`src/rtl/hamming_tx_scheduler_if.sv`:
```
// Byte-serializer handshake shared between the scheduler (master) and the
// UART TX serializer (slave).
interface hamming_tx_scheduler_if;
    logic       tx_start;  // one-cycle start pulse
    logic [7:0] tx_byte;   // stable from tx_start until tx_done
    logic       tx_busy;   // serializer still shifting a byte
    logic       tx_done;   // one-cycle completion pulse

    modport master (
        output tx_start,
        output tx_byte,
        input  tx_busy,
        input  tx_done
    );

    modport slave (
        input  tx_start,
        input  tx_byte,
        output tx_busy,
        output tx_done
    );
endinterface

```
`src/rtl/hamming_tx_scheduler.sv`:
```
// Round-robin scheduler sharing one UART byte serializer between two nibble
// requesters. The granted nibble is Hamming(8,4) encoded, XORed with that
// requester's error-injection bias and handed to the serializer. Each frame
// is followed by an inter-frame gap; a serializer that never completes is
// abandoned after TIMEOUT_CYCLES with a one-cycle err pulse.
module hamming_tx_scheduler #(
    parameter int unsigned GAP_CYCLES     = 868,
    parameter int unsigned TIMEOUT_CYCLES = 20000
) (
    input  logic                          clk,
    input  logic                          rst,

    input  logic                          req0_i,
    input  logic [3:0]                    data0_i,
    input  logic [7:0]                    bias0_i,
    output logic                          ack0_o,

    input  logic                          req1_i,
    input  logic [3:0]                    data1_i,
    input  logic [7:0]                    bias1_i,
    output logic                          ack1_o,

    hamming_tx_scheduler_if.master        tx,

    output logic                          grant_id_o,
    output logic                          busy_o,
    output logic [7:0]                    cnt0_o,
    output logic [7:0]                    cnt1_o,
    output logic                          err_o
);

    // One timer serves both the WAIT_DONE timeout and the GAP count, so it is
    // sized for the larger of the two terminal values.
    localparam int unsigned MaxCnt = (TIMEOUT_CYCLES > GAP_CYCLES) ? TIMEOUT_CYCLES : GAP_CYCLES;
    localparam int unsigned TimerW = (MaxCnt > 1) ? $clog2(MaxCnt) : 1;

    // GAP_CYCLES = 0 still spends one cycle in GAP, same as GAP_CYCLES = 1.
    localparam logic [TimerW-1:0] GapLast =
        (GAP_CYCLES == 0) ? TimerW'(0) : TimerW'(GAP_CYCLES - 1);
    localparam logic [TimerW-1:0] TimeoutLast =
        (TIMEOUT_CYCLES == 0) ? TimerW'(0) : TimerW'(TIMEOUT_CYCLES - 1);

    typedef enum logic [1:0] {
        StIdle,
        StIssue,
        StWaitDone,
        StGap
    } state_e;

    state_e              state_q;
    logic [TimerW-1:0]   timer_q;
    logic                last_grant_q;
    logic                grant_id_q;
    logic                ack0_q;
    logic                ack1_q;
    logic                tx_start_q;
    logic [7:0]          tx_byte_q;
    logic [7:0]          cnt0_q;
    logic [7:0]          cnt1_q;
    logic                err_q;

    logic                sel_valid;
    logic                sel_id;
    logic [3:0]          sel_nibble;
    logic [7:0]          sel_bias;
    logic [7:0]          enc_byte;

    // Hamming(8,4): code = {p8,d3,d2,d1,p4,d0,p2,p1}, p8 is overall parity.
    function automatic logic [7:0] hamming_encode(input logic [3:0] d);
        logic p1;
        logic p2;
        logic p4;
        logic p8;
        p1 = d[0] ^ d[1] ^ d[3];
        p2 = d[0] ^ d[2] ^ d[3];
        p4 = d[1] ^ d[2] ^ d[3];
        p8 = p1 ^ p2 ^ p4 ^ d[0] ^ d[1] ^ d[2] ^ d[3];
        return {p8, d[3], d[2], d[1], p4, d[0], p2, p1};
    endfunction

    // Arbitration and encoding of the candidate grant.
    always_comb begin
        sel_valid = req0_i | req1_i;
        // With both requesting, the one not served last wins; otherwise the
        // sole requester wins (req1_i alone selects 1, req0_i alone selects 0).
        if (req0_i && req1_i) begin
            sel_id = ~last_grant_q;
        end else begin
            sel_id = req1_i;
        end
        sel_nibble = sel_id ? data1_i : data0_i;
        sel_bias   = sel_id ? bias1_i : bias0_i;
        enc_byte   = hamming_encode(sel_nibble) ^ sel_bias;
    end

    // Scheduler FSM with registered handshake, data and status outputs.
    always_ff @(posedge clk or posedge rst) begin
        if (rst) begin
            state_q      <= StIdle;
            timer_q      <= '0;
            last_grant_q <= 1'b1;
            grant_id_q   <= 1'b0;
            ack0_q       <= 1'b0;
            ack1_q       <= 1'b0;
            tx_start_q   <= 1'b0;
            tx_byte_q    <= 8'h00;
            cnt0_q       <= 8'h00;
            cnt1_q       <= 8'h00;
            err_q        <= 1'b0;
        end else begin
            // Pulse outputs default low; states below raise them for one cycle.
            ack0_q     <= 1'b0;
            ack1_q     <= 1'b0;
            tx_start_q <= 1'b0;
            err_q      <= 1'b0;

            unique case (state_q)
                StIdle: begin
                    if (!tx.tx_busy && sel_valid) begin
                        ack0_q       <= ~sel_id;
                        ack1_q       <= sel_id;
                        tx_byte_q    <= enc_byte;
                        grant_id_q   <= sel_id;
                        last_grant_q <= sel_id;
                        state_q      <= StIssue;
                    end
                end

                StIssue: begin
                    tx_start_q <= 1'b1;
                    timer_q    <= '0;
                    state_q    <= StWaitDone;
                end

                StWaitDone: begin
                    // Completion wins over a timeout expiring in the same cycle.
                    if (tx.tx_done) begin
                        if (grant_id_q) begin
                            cnt1_q <= cnt1_q + 8'd1;
                        end else begin
                            cnt0_q <= cnt0_q + 8'd1;
                        end
                        timer_q <= '0;
                        state_q <= StGap;
                    end else if (timer_q == TimeoutLast) begin
                        err_q   <= 1'b1;
                        timer_q <= '0;
                        state_q <= StGap;
                    end else begin
                        timer_q <= timer_q + TimerW'(1);
                    end
                end

                StGap: begin
                    if (timer_q == GapLast) begin
                        timer_q <= '0;
                        state_q <= StIdle;
                    end else begin
                        timer_q <= timer_q + TimerW'(1);
                    end
                end

                default: begin
                    state_q <= StIdle;
                end
            endcase
        end
    end

    assign tx.tx_start = tx_start_q;
    assign tx.tx_byte  = tx_byte_q;
    assign ack0_o      = ack0_q;
    assign ack1_o      = ack1_q;
    assign grant_id_o  = grant_id_q;
    assign busy_o      = (state_q != StIdle);
    assign cnt0_o      = cnt0_q;
    assign cnt1_o      = cnt1_q;
    assign err_o       = err_q;

endmodule
```
`src/flat_wrapper.sv`:
```
// flat-port wrapper written by rule: the top's interface ports become plain ports
module hamming_tx_scheduler_flat 
#(
    parameter int unsigned GAP_CYCLES     = 868,
    parameter int unsigned TIMEOUT_CYCLES = 20000
)
  (clk, rst, req0_i, data0_i, bias0_i, ack0_o, req1_i, data1_i, bias1_i, ack1_o, grant_id_o, busy_o, cnt0_o, cnt1_o, err_o, tx_tx_start, tx_tx_byte, tx_tx_busy, tx_tx_done);
  hamming_tx_scheduler_if tx_i ();
  input  logic clk;
  input  logic rst;
  input  logic req0_i;
  input  logic [3:0] data0_i;
  input  logic [7:0] bias0_i;
  output logic ack0_o;
  input  logic req1_i;
  input  logic [3:0] data1_i;
  input  logic [7:0] bias1_i;
  output logic ack1_o;
  output logic grant_id_o;
  output logic busy_o;
  output logic [7:0] cnt0_o;
  output logic [7:0] cnt1_o;
  output logic err_o;
  output wire logic [$bits(tx_i.tx_start)-1:0] tx_tx_start;
  output wire logic [$bits(tx_i.tx_byte)-1:0] tx_tx_byte;
  input wire logic [$bits(tx_i.tx_busy)-1:0] tx_tx_busy;
  input wire logic [$bits(tx_i.tx_done)-1:0] tx_tx_done;
  assign tx_tx_start = tx_i.tx_start;
  assign tx_tx_byte = tx_i.tx_byte;
  assign tx_i.tx_busy = tx_tx_busy;
  assign tx_i.tx_done = tx_tx_done;
  hamming_tx_scheduler #(.GAP_CYCLES(GAP_CYCLES), .TIMEOUT_CYCLES(TIMEOUT_CYCLES)) u_core (.clk(clk), .rst(rst), .req0_i(req0_i), .data0_i(data0_i), .bias0_i(bias0_i), .ack0_o(ack0_o), .req1_i(req1_i), .data1_i(data1_i), .bias1_i(bias1_i), .ack1_o(ack1_o), .tx(tx_i), .grant_id_o(grant_id_o), .busy_o(busy_o), .cnt0_o(cnt0_o), .cnt1_o(cnt1_o), .err_o(err_o));
endmodule
```
`config.mk`:
```
export PLATFORM = sky130hd
export DESIGN_NAME = hamming_tx_scheduler_flat
export DESIGN_NICKNAME = d
export VERILOG_FILES = /design/src/rtl/hamming_tx_scheduler_if.sv /design/src/rtl/hamming_tx_scheduler.sv /design/src/flat_wrapper.sv
export SDC_FILE = /design/constraint.sdc
export NUM_CORES = 1
export LEC_CHECK = 0
export CAP_MARGIN = 0
export CORE_ASPECT_RATIO = 0.75
export CORE_UTILIZATION = 30
export CTS_CLUSTER_DIAMETER = 30
export DETAILED_ROUTE_END_ITERATION = 6
export MAX_ROUTING_LAYER = met4
export PLACE_DENSITY = 0.54
export SYNTH_ARGS = -nofsm -noshare
export SYNTH_HDL_FRONTEND = slang
export SYNTH_SLANG_ARGS = --single-unit
```
`constraint.sdc`:
```
create_clock -name clk -period 2.3 [get_ports clk]
set_clock_uncertainty 0.2 [all_clocks]
set_input_delay 0.69 -clock clk [delete_from_list [all_inputs] [get_ports clk]]
set_output_delay 0.69 -clock clk [all_outputs]
set_load 0.01 [all_outputs]
```
==> impl_metrics.ini, run 1 <==
[status]
status = finished clean

[floorplanning]
fp.dieH_um = 83.34
die_w_um = 110.5
die-area_mm2 = 0.009204
coreArea_mm2 = 0.008491
io_pins = 60
rows = 29
initial_core_util_pct = 31.17

[clock_network]
insertion_delay_ns = 0.28
h-tree-depth = 2
ctsHoldBuffers = 0
cts_buffer_depth = 2
clk_pin_slew_ns = 0.06
cts_root_buffer = clkbuf_16
cts_tree = yes
cts_inserted_buffers = 5
cts.sinks = 47

[route]
wl_per_cell_um = 13.49
drt_wl_total_um = 6099
via_per_inst = 4.790
antenna_left = 0
dr.pass1.iters = 4
drc = 0
via_count = 2165
drt_iter0_markers = 43

[synthesis]
yosysWarnings = 0
ys_seq_elements = 47
avgSynthCellArea_um2 = 10.38
synth_cells = 255
synth_top_area_share_pct = 43.50
synth_ff_type = dfrtp_1
synth_top_cell_by_area = dfrtp_1
synthesis.nets = 293
synth-edff-count = 0
synthTopCellsByArea = dfrtp_1 (43%), xnor2_1 (11%), ha_1 (3.8%), mux2i_1 (3.0%), nand2_1 (3.0%)
yosysSeqAreaShare_pct = 44.49
async_reset_ff_share_pct = 100.0
ys_types = 52
synth_area_mm2 = 0.002646

[placed_design]
io_buffers = 59
hpwlAfterDp_um = 4599
gp_congestion = 0.7901

[cells_and_area]
final_cell_mix = clkdlybuf4s50_1 (58), dfrtp_1 (46), xnor2_1 (33)
nets = 382
post_route_cells_drive_above_1_share_pct = 16.28
fillers = 847
final_util_pct = 44.18
n_antenna_cell = 0
final_common_cell = clkdlybuf4s50_1
synthToLayoutAreaGrowth_pct = 41.75

[pwr]
power.total_mw = 3.427
p_sw_mw = 1.114
p_leak_nw = 1.615
clkPwrFrac_pct = 23.9
pwr-share-comb_pct = 41.9
p_int_mw = 2.313
pwr_density_cell_mw_per_mm2 = 913.5
seqPwrFrac_pct = 34.2
ir_drop_v = 0.0005393
switching_share_pct = 32.51

[sta]
worst_slew_pin_slew_ns = 0.3569
period_share_pct = 95.25
fmax_mhz = 456.5
fin_crit_ns = 2.191
rsz0062_at_grt = false
final_hold_viol_count = 0
slew_headroom_pct = 76.20
finalSetupViolations = 0
holdWs_ns = 0.2690
drv_slew = 0

[critical_path]
cp_data_arrival_time_ns = 1.30
critPathKind = reg -> out
critical_path_required_ns = 1.41
worst-path-max-fanout = 3
worst_setup_path_end_kind = output port
startpoint_type = flip-flop

[min_path]
hold_class = reg -> reg

[global_route]
grt.total_usage_pct = 14.32
grt_pass1_wl_um = 10450
grt_max_degree = 48
grt_overflow = 0
antenna_found_initial = 0
grt_pass1_vias = 2160

[flow_run]
maxCapViolations = 0
## registers in the layout, indices dropped and copies added (netlist names)
signal,flops
u_core.ack0_o,1
u_core.ack1_o,1
u_core.state_q,2
u_core.err_o,1
u_core.tx.tx_start,1
u_core.cnt0_o,8
u_core.cnt1_o,8
u_core.last_grant_q,1
u_core.tx.tx_byte,8
u_core.timer_q,15
u_core.grant_id_o,1
## per-stage QoR
stage	setup TNS (ns)	cells	cell area (µm²)	worst slack (ns)
final	0	452	3751	0.1093
after global routing	0	452	3751	0.02931
after CTS	0	452	3745	0.09722
after detailed placement	-0.2994	444	3576	-0.04633
after global placement	-0.4501	444	3576	-0.06266
after floorplan	0	255	2646	0.2433
## cells by family after synthesis
logic type               count (synthesis)  synth area share [%]
flip-flops                              47                 44.49
adder cells (fa/ha/maj)                  8                 3.783
AO/OA/AOI/OAI                           41                 11.25
AND/OR/NAND/NOR                         86                 18.16
buffers and inverters                   16                 2.412
multiplexers                            15                 6.005
XOR/XNOR                                42                 13.90
## power by group through the flow
stage / logic (mW) / registers (mW) / clock network [mW]
6_report: 1.44 / 1.17 / 0.820
5_1_grt: 1.59 / 1.21 / 0.875
4_1_cts: 1.46 / 1.17 / 0.843
3_5_place_dp: 1.44 / 1.18 / 0
3_3_place_gp: 1.42 / 1.19 / 0
2_1_floorplan: 0.646 / 1.23 / 0
## worst paths after layout
| kind | from | to | slack [ns] | depth (start not counted) |
|---|---|---|---|---|
| hold reg to reg | u_core.cnt0_o[7]$_DFFE_PP0P_ | u_core.cnt0_o[7]$_DFFE_PP0P_ | 0.27 | 1 |
| hold / removal | u_core.cnt0_o[7]$_DFFE_PP0P_ | u_core.cnt0_o[7]$_DFFE_PP0P_ | 0.27 | 1 |
| min in group asynchronous | rst | u_core.ack0_o$_DFF_PP0_ | 0.56 | 3 |
| max in group asynchronous | rst | u_core.last_grant_q$_DFFE_PP1P_ | 1.06 | 3 |
| setup reg to reg | u_core.timer_q[1]$_DFFE_PP0P_ | u_core.state_q[1]$_DFFE_PP0P_ | 0.20 | 5 |
| setup / recovery | u_core.state_q[0]$_DFFE_PP0P_ | busy_o | 0.11 | 4 |
## Yosys cell counts (2+ instances only)
cell      count
nand3_1      10
or2_2         2
o31ai_1       2
a22oi_1       2
a21o_1        3
mux2_2        6
xor2_1        9
dfrtp_1      46
nor3b_1       2
ha_1          8
o21ai_0      11
and3b_1       2
xnor2_1      33
nor3_1        6
and2_1        3
o22ai_1       2
and3_1        5
nor2_1       14
a21oi_1       6
or3_1         2
nand2_1      21
nor4_1        2
nand4_1       6
mux2i_1       8
inv_1         6
clkinv_1      2
clkbuf_1      7
and4_1        5
## what timing repair did
action / in CTS / in global routing
cloned: 0 / 0
endpoints found under the hold margin: 0 / 0
endpoints found under the setup margin: 1 / 2
setup buffers: 1 / 0
gates resized for setup: 1 / 1
## area by class of cell
| class | instances | area [µm²] | area share (%) |
|---|---|---|---|
| clock buffers | 5 | 125.1 | 3.336 |
| clock inverters | 2 | 37.54 | 1.001 |
| inverters | 8 | 30.03 | 0.8005 |
| multi-input cells | 192 | 1411 | 37.62 |
| flip-flops and latches | 47 | 1177 | 31.39 |
| well taps | 108 | 135.1 | 3.602 |
| repair buffers | 90 | 834.6 | 22.25 |
## worst max-delay path: stages, from the launching register on
cell and delay (ns):
dfrtp_1 0.37, inv_1 0.11, ha_1 0.18, inv_1 0.07, dlygate4sd2_1 0.28
## layer usage
| layer | up-vias | part of all wire [%] | global-route usage, % |
|---|---|---|---|
| met5 | - | 0 | - |
| met4 | 0 | 0.52 | 4.000 |
| met3 | 4 | 5.9 | 3.723 |
| met2 | 51 | 42 | 20.27 |
| met1 | 1026 | 51 | 20.08 |
| li1 | 1084 | - | - |
Note: power is estimated with default switching activity, not from simulation.
==> run 2, diff against run 1 <==
--- a/config.mk
+++ b/config.mk
@@ -11,7 +11,7 @@
 export CTS_CLUSTER_DIAMETER = 30
 export DETAILED_ROUTE_END_ITERATION = 6
 export MAX_ROUTING_LAYER = met4
-export PLACE_DENSITY = 0.54
+export PLACE_DENSITY = 0.59
 export SYNTH_ARGS = -nofsm -noshare
 export SYNTH_HDL_FRONTEND = slang
 export SYNTH_SLANG_ARGS = --single-unit
==> run 2 against run 1 <==
Against the previous run: via count shrank 0.37%; critical path type unchanged; combinational power is essentially flat; sequential cell count is the same; die area unchanged; largest cell class unchanged; critical endpoint unchanged; clock-buffer cell count grew 1; global-route usage fell by 0.40 points; critical path depth unchanged; largest power group unchanged; non-clock buffer count rose by 2.
==> impl_metrics.ini, run 2 (synthesized netlist as in run 1, its figures left out) <==
[status]
status = finished clean

[cells_and_area]
final_util_pct = 44.74
seqCellArea_mm2 = 0.001177
final_cell_mix = clkdlybuf4s50_1 (58), dfrtp_1 (46), xnor2_1 (33)
fin_cells = 455
final_common_cell = clkdlybuf4s50_1
largest-register = u_core.timer_q
nets = 384
multi_input_area_mm2 = 0.001416
fillers = 838
post_route_cells_drive_above_1_share_pct = 17.58
synthToLayoutAreaGrowth_pct = 43.55
n_antenna_cell = 0
stdcell_area_mm2 = 0.003799
largest_reg_flops = 15

[global_route]
use_met1_pct = 19.67
grt_pass1_wl_um = 10090
antenna_found_initial = 0
grt_overflow = 0
grt.total_usage_pct = 13.93
use_met3_pct = 2.920
grtUsageMet2_pct = 19.76
grt_max_degree = 19
gr-max-usage-layer = met2
grt_pass1_vias = 2098

[route]
drc = 0
via_count = 2157
dr.pass1.iters = 5
via_per_inst = 4.741
wl_per_cell_um = 13.32
drt_iter0_markers = 53
drt_wl_total_um = 6061
antenna_left = 0

[min_path]
holdPathStages = 1
min-delay-start = u_core.cnt1_o[7]$_DFFE_PP0P_
hold_end = u_core.cnt1_o[7]$_DFFE_PP0P_
hold_class = reg -> reg

[critical_path]
worst-path-max-fanout = 3
critPathKind = reg -> out
regToRegSetupSlack_ns = 0.09
startpoint_type = flip-flop
r2r_start = u_core.timer_q[1]$_DFFE_PP0P_
reg2reg_to = u_core.timer_q[4]$_DFFE_PP0P_
worst_setup_path_end_kind = output port
ff2ff_path_depth = 6
critical_path_required_ns = 1.41
cp_data_arrival_time_ns = 1.33

[sta]
final_hold_viol_count = 0
period_share_pct = 96.46
holdWs_ns = 0.2712
slew_headroom_pct = 72.99
fin_ws_ns = 0.08144
fmax_mhz = 450.7
finalSetupViolations = 0
fin_crit_ns = 2.219
rsz0062_at_grt = false
worst_slew_pin_slew_ns = 0.4015
drv_slew = 0

[placed_design]
gp_congestion = 0.8126
pre_cts_ws_ns = -0.05339
place_area_mm2 = 0.003596
io_buffers = 59
hpwlAfterDp_um = 4652
dp.cells = 445

[clock_network]
insertion_delay_ns = 0.29
cts_root_buffer = clkbuf_16
cts_tree = yes
cts_inserted_buffers = 5
cts_buffer_depth = 2
clk_pin_slew_ns = 0.07
h-tree-depth = 2
cts.sinks = 47

[pwr]
pwr_density_cell_mw_per_mm2 = 912.9
p_leak_nw = 1.636
ir_drop_v = 0.0004381

[flow_run]
maxCapViolations = 0

[floorplanning]
initial_core_util_pct = 31.17
io_pins = 60
coreArea_mm2 = 0.008491
rows = 29
die-area_mm2 = 0.009204
fp.dieH_um = 83.34
die_w_um = 110.5
run 2: cell count changes in the layout (fill, tap and decap cells not counted):
| cell | delta |
|---|---|
| ha_2 | +2 |
| buf_12 | +1 |
| clkinvlp_4 | -1 |
| buf_4 | +1 |
| ha_1 | -2 |
| inv_6 | +1 |
| clkbuf_8 | +1 |
run 2: routing by layer:
layer,wire (µm),part of all wire (%)
met3,280,4.6
met1,3145,52
met5,0,0
met4,45,0.74
met2,2589,43
run 2: critical path, cell delays in order (launching register included):
cell and delay (ns):
dfrtp_1 0.38, inv_1 0.11, ha_2 0.22, inv_1 0.06, dlygate4sd2_1 0.28
run 2: how the worst max path moves through the flow:
| stage | startpoint | endpoint | slack, ns | cells past startpoint |
|---|---|---|---|---|
| finish | u_core.state_q[0]$_DFFE_PP0P_ | busy_o | 0.08 | 4 |
| global route | u_core.state_q[1]$_DFFE_PP0P_ | busy_o | 0.004 | 4 |
| CTS | u_core.timer_q[1]$_DFFE_PP0P_ | u_core.timer_q[4]$_DFFE_PP0P_ | 0.001 | 6 |
| detailed placement | req1_i | u_core.tx.tx_byte[0]$_DFFE_PP0P_ | -0.05 | 5 |
| global placement | data0_i[2] | u_core.tx.tx_byte[1]$_DFFE_PP0P_ | -0.02 | 5 |
| floorplan | u_core.timer_q[0]$_DFFE_PP0P_ | u_core.state_q[1]$_DFFE_PP0P_ | 0.24 | 5 |
run 2: area by class of cell:
cell class              count  area share [%]
inverters                   8          0.7905
clock buffers               6           3.656
flip-flops and latches     47           30.99
repair buffers             92           22.69
multi-input cells         192           37.29
clock inverters             2           1.021
well taps                 108           3.557
run 2: through the flow:
stage / power (mW) / TNS [ns]
6_report: 3.468 / 0
5_1_grt: 3.668 / 0
4_1_cts: 3.483 / 0
3_5_place_dp: 2.593 / -0.2474
3_3_place_gp: 2.569 / -0.06000
2_1_floorplan: 1.881 / 0
run 2: power by group:
group | leakage [nW] | internal, mW | total [mW] | switching, mW
Combinational | 0.929 | 0.774 | 1.43 | 0.653
Clock | 0.0875 | 0.547 | 0.869 | 0.322
Sequential | 0.620 | 1.02 | 1.17 | 0.150
Total | 1.64 | 2.34 | 3.47 | 1.13
run 2: timing repair:
action                                 4_1_cts  5_1_grt
resized for setup                            2        2
hold buffers                                 0        0
endpoints found under the hold margin        0        0
buffers inserted                             1        1
gates cloned                                 0        0
setup endpoints to repair                    2        9
pin swaps                                    0        1
==> run 3, diff against run 2 <==
--- a/config.mk
+++ b/config.mk
@@ -5,8 +5,10 @@
 export SDC_FILE = /design/constraint.sdc
 export NUM_CORES = 1
 export LEC_CHECK = 0
+export ABC_AREA = 0
 export CAP_MARGIN = 0
 export CORE_ASPECT_RATIO = 0.75
+export CORE_MARGIN = 1
 export CORE_UTILIZATION = 30
 export CTS_CLUSTER_DIAMETER = 30
 export DETAILED_ROUTE_END_ITERATION = 6
==> results of run 3 <==
The final DEF is identical to that of run 2; final timing and power are the same.
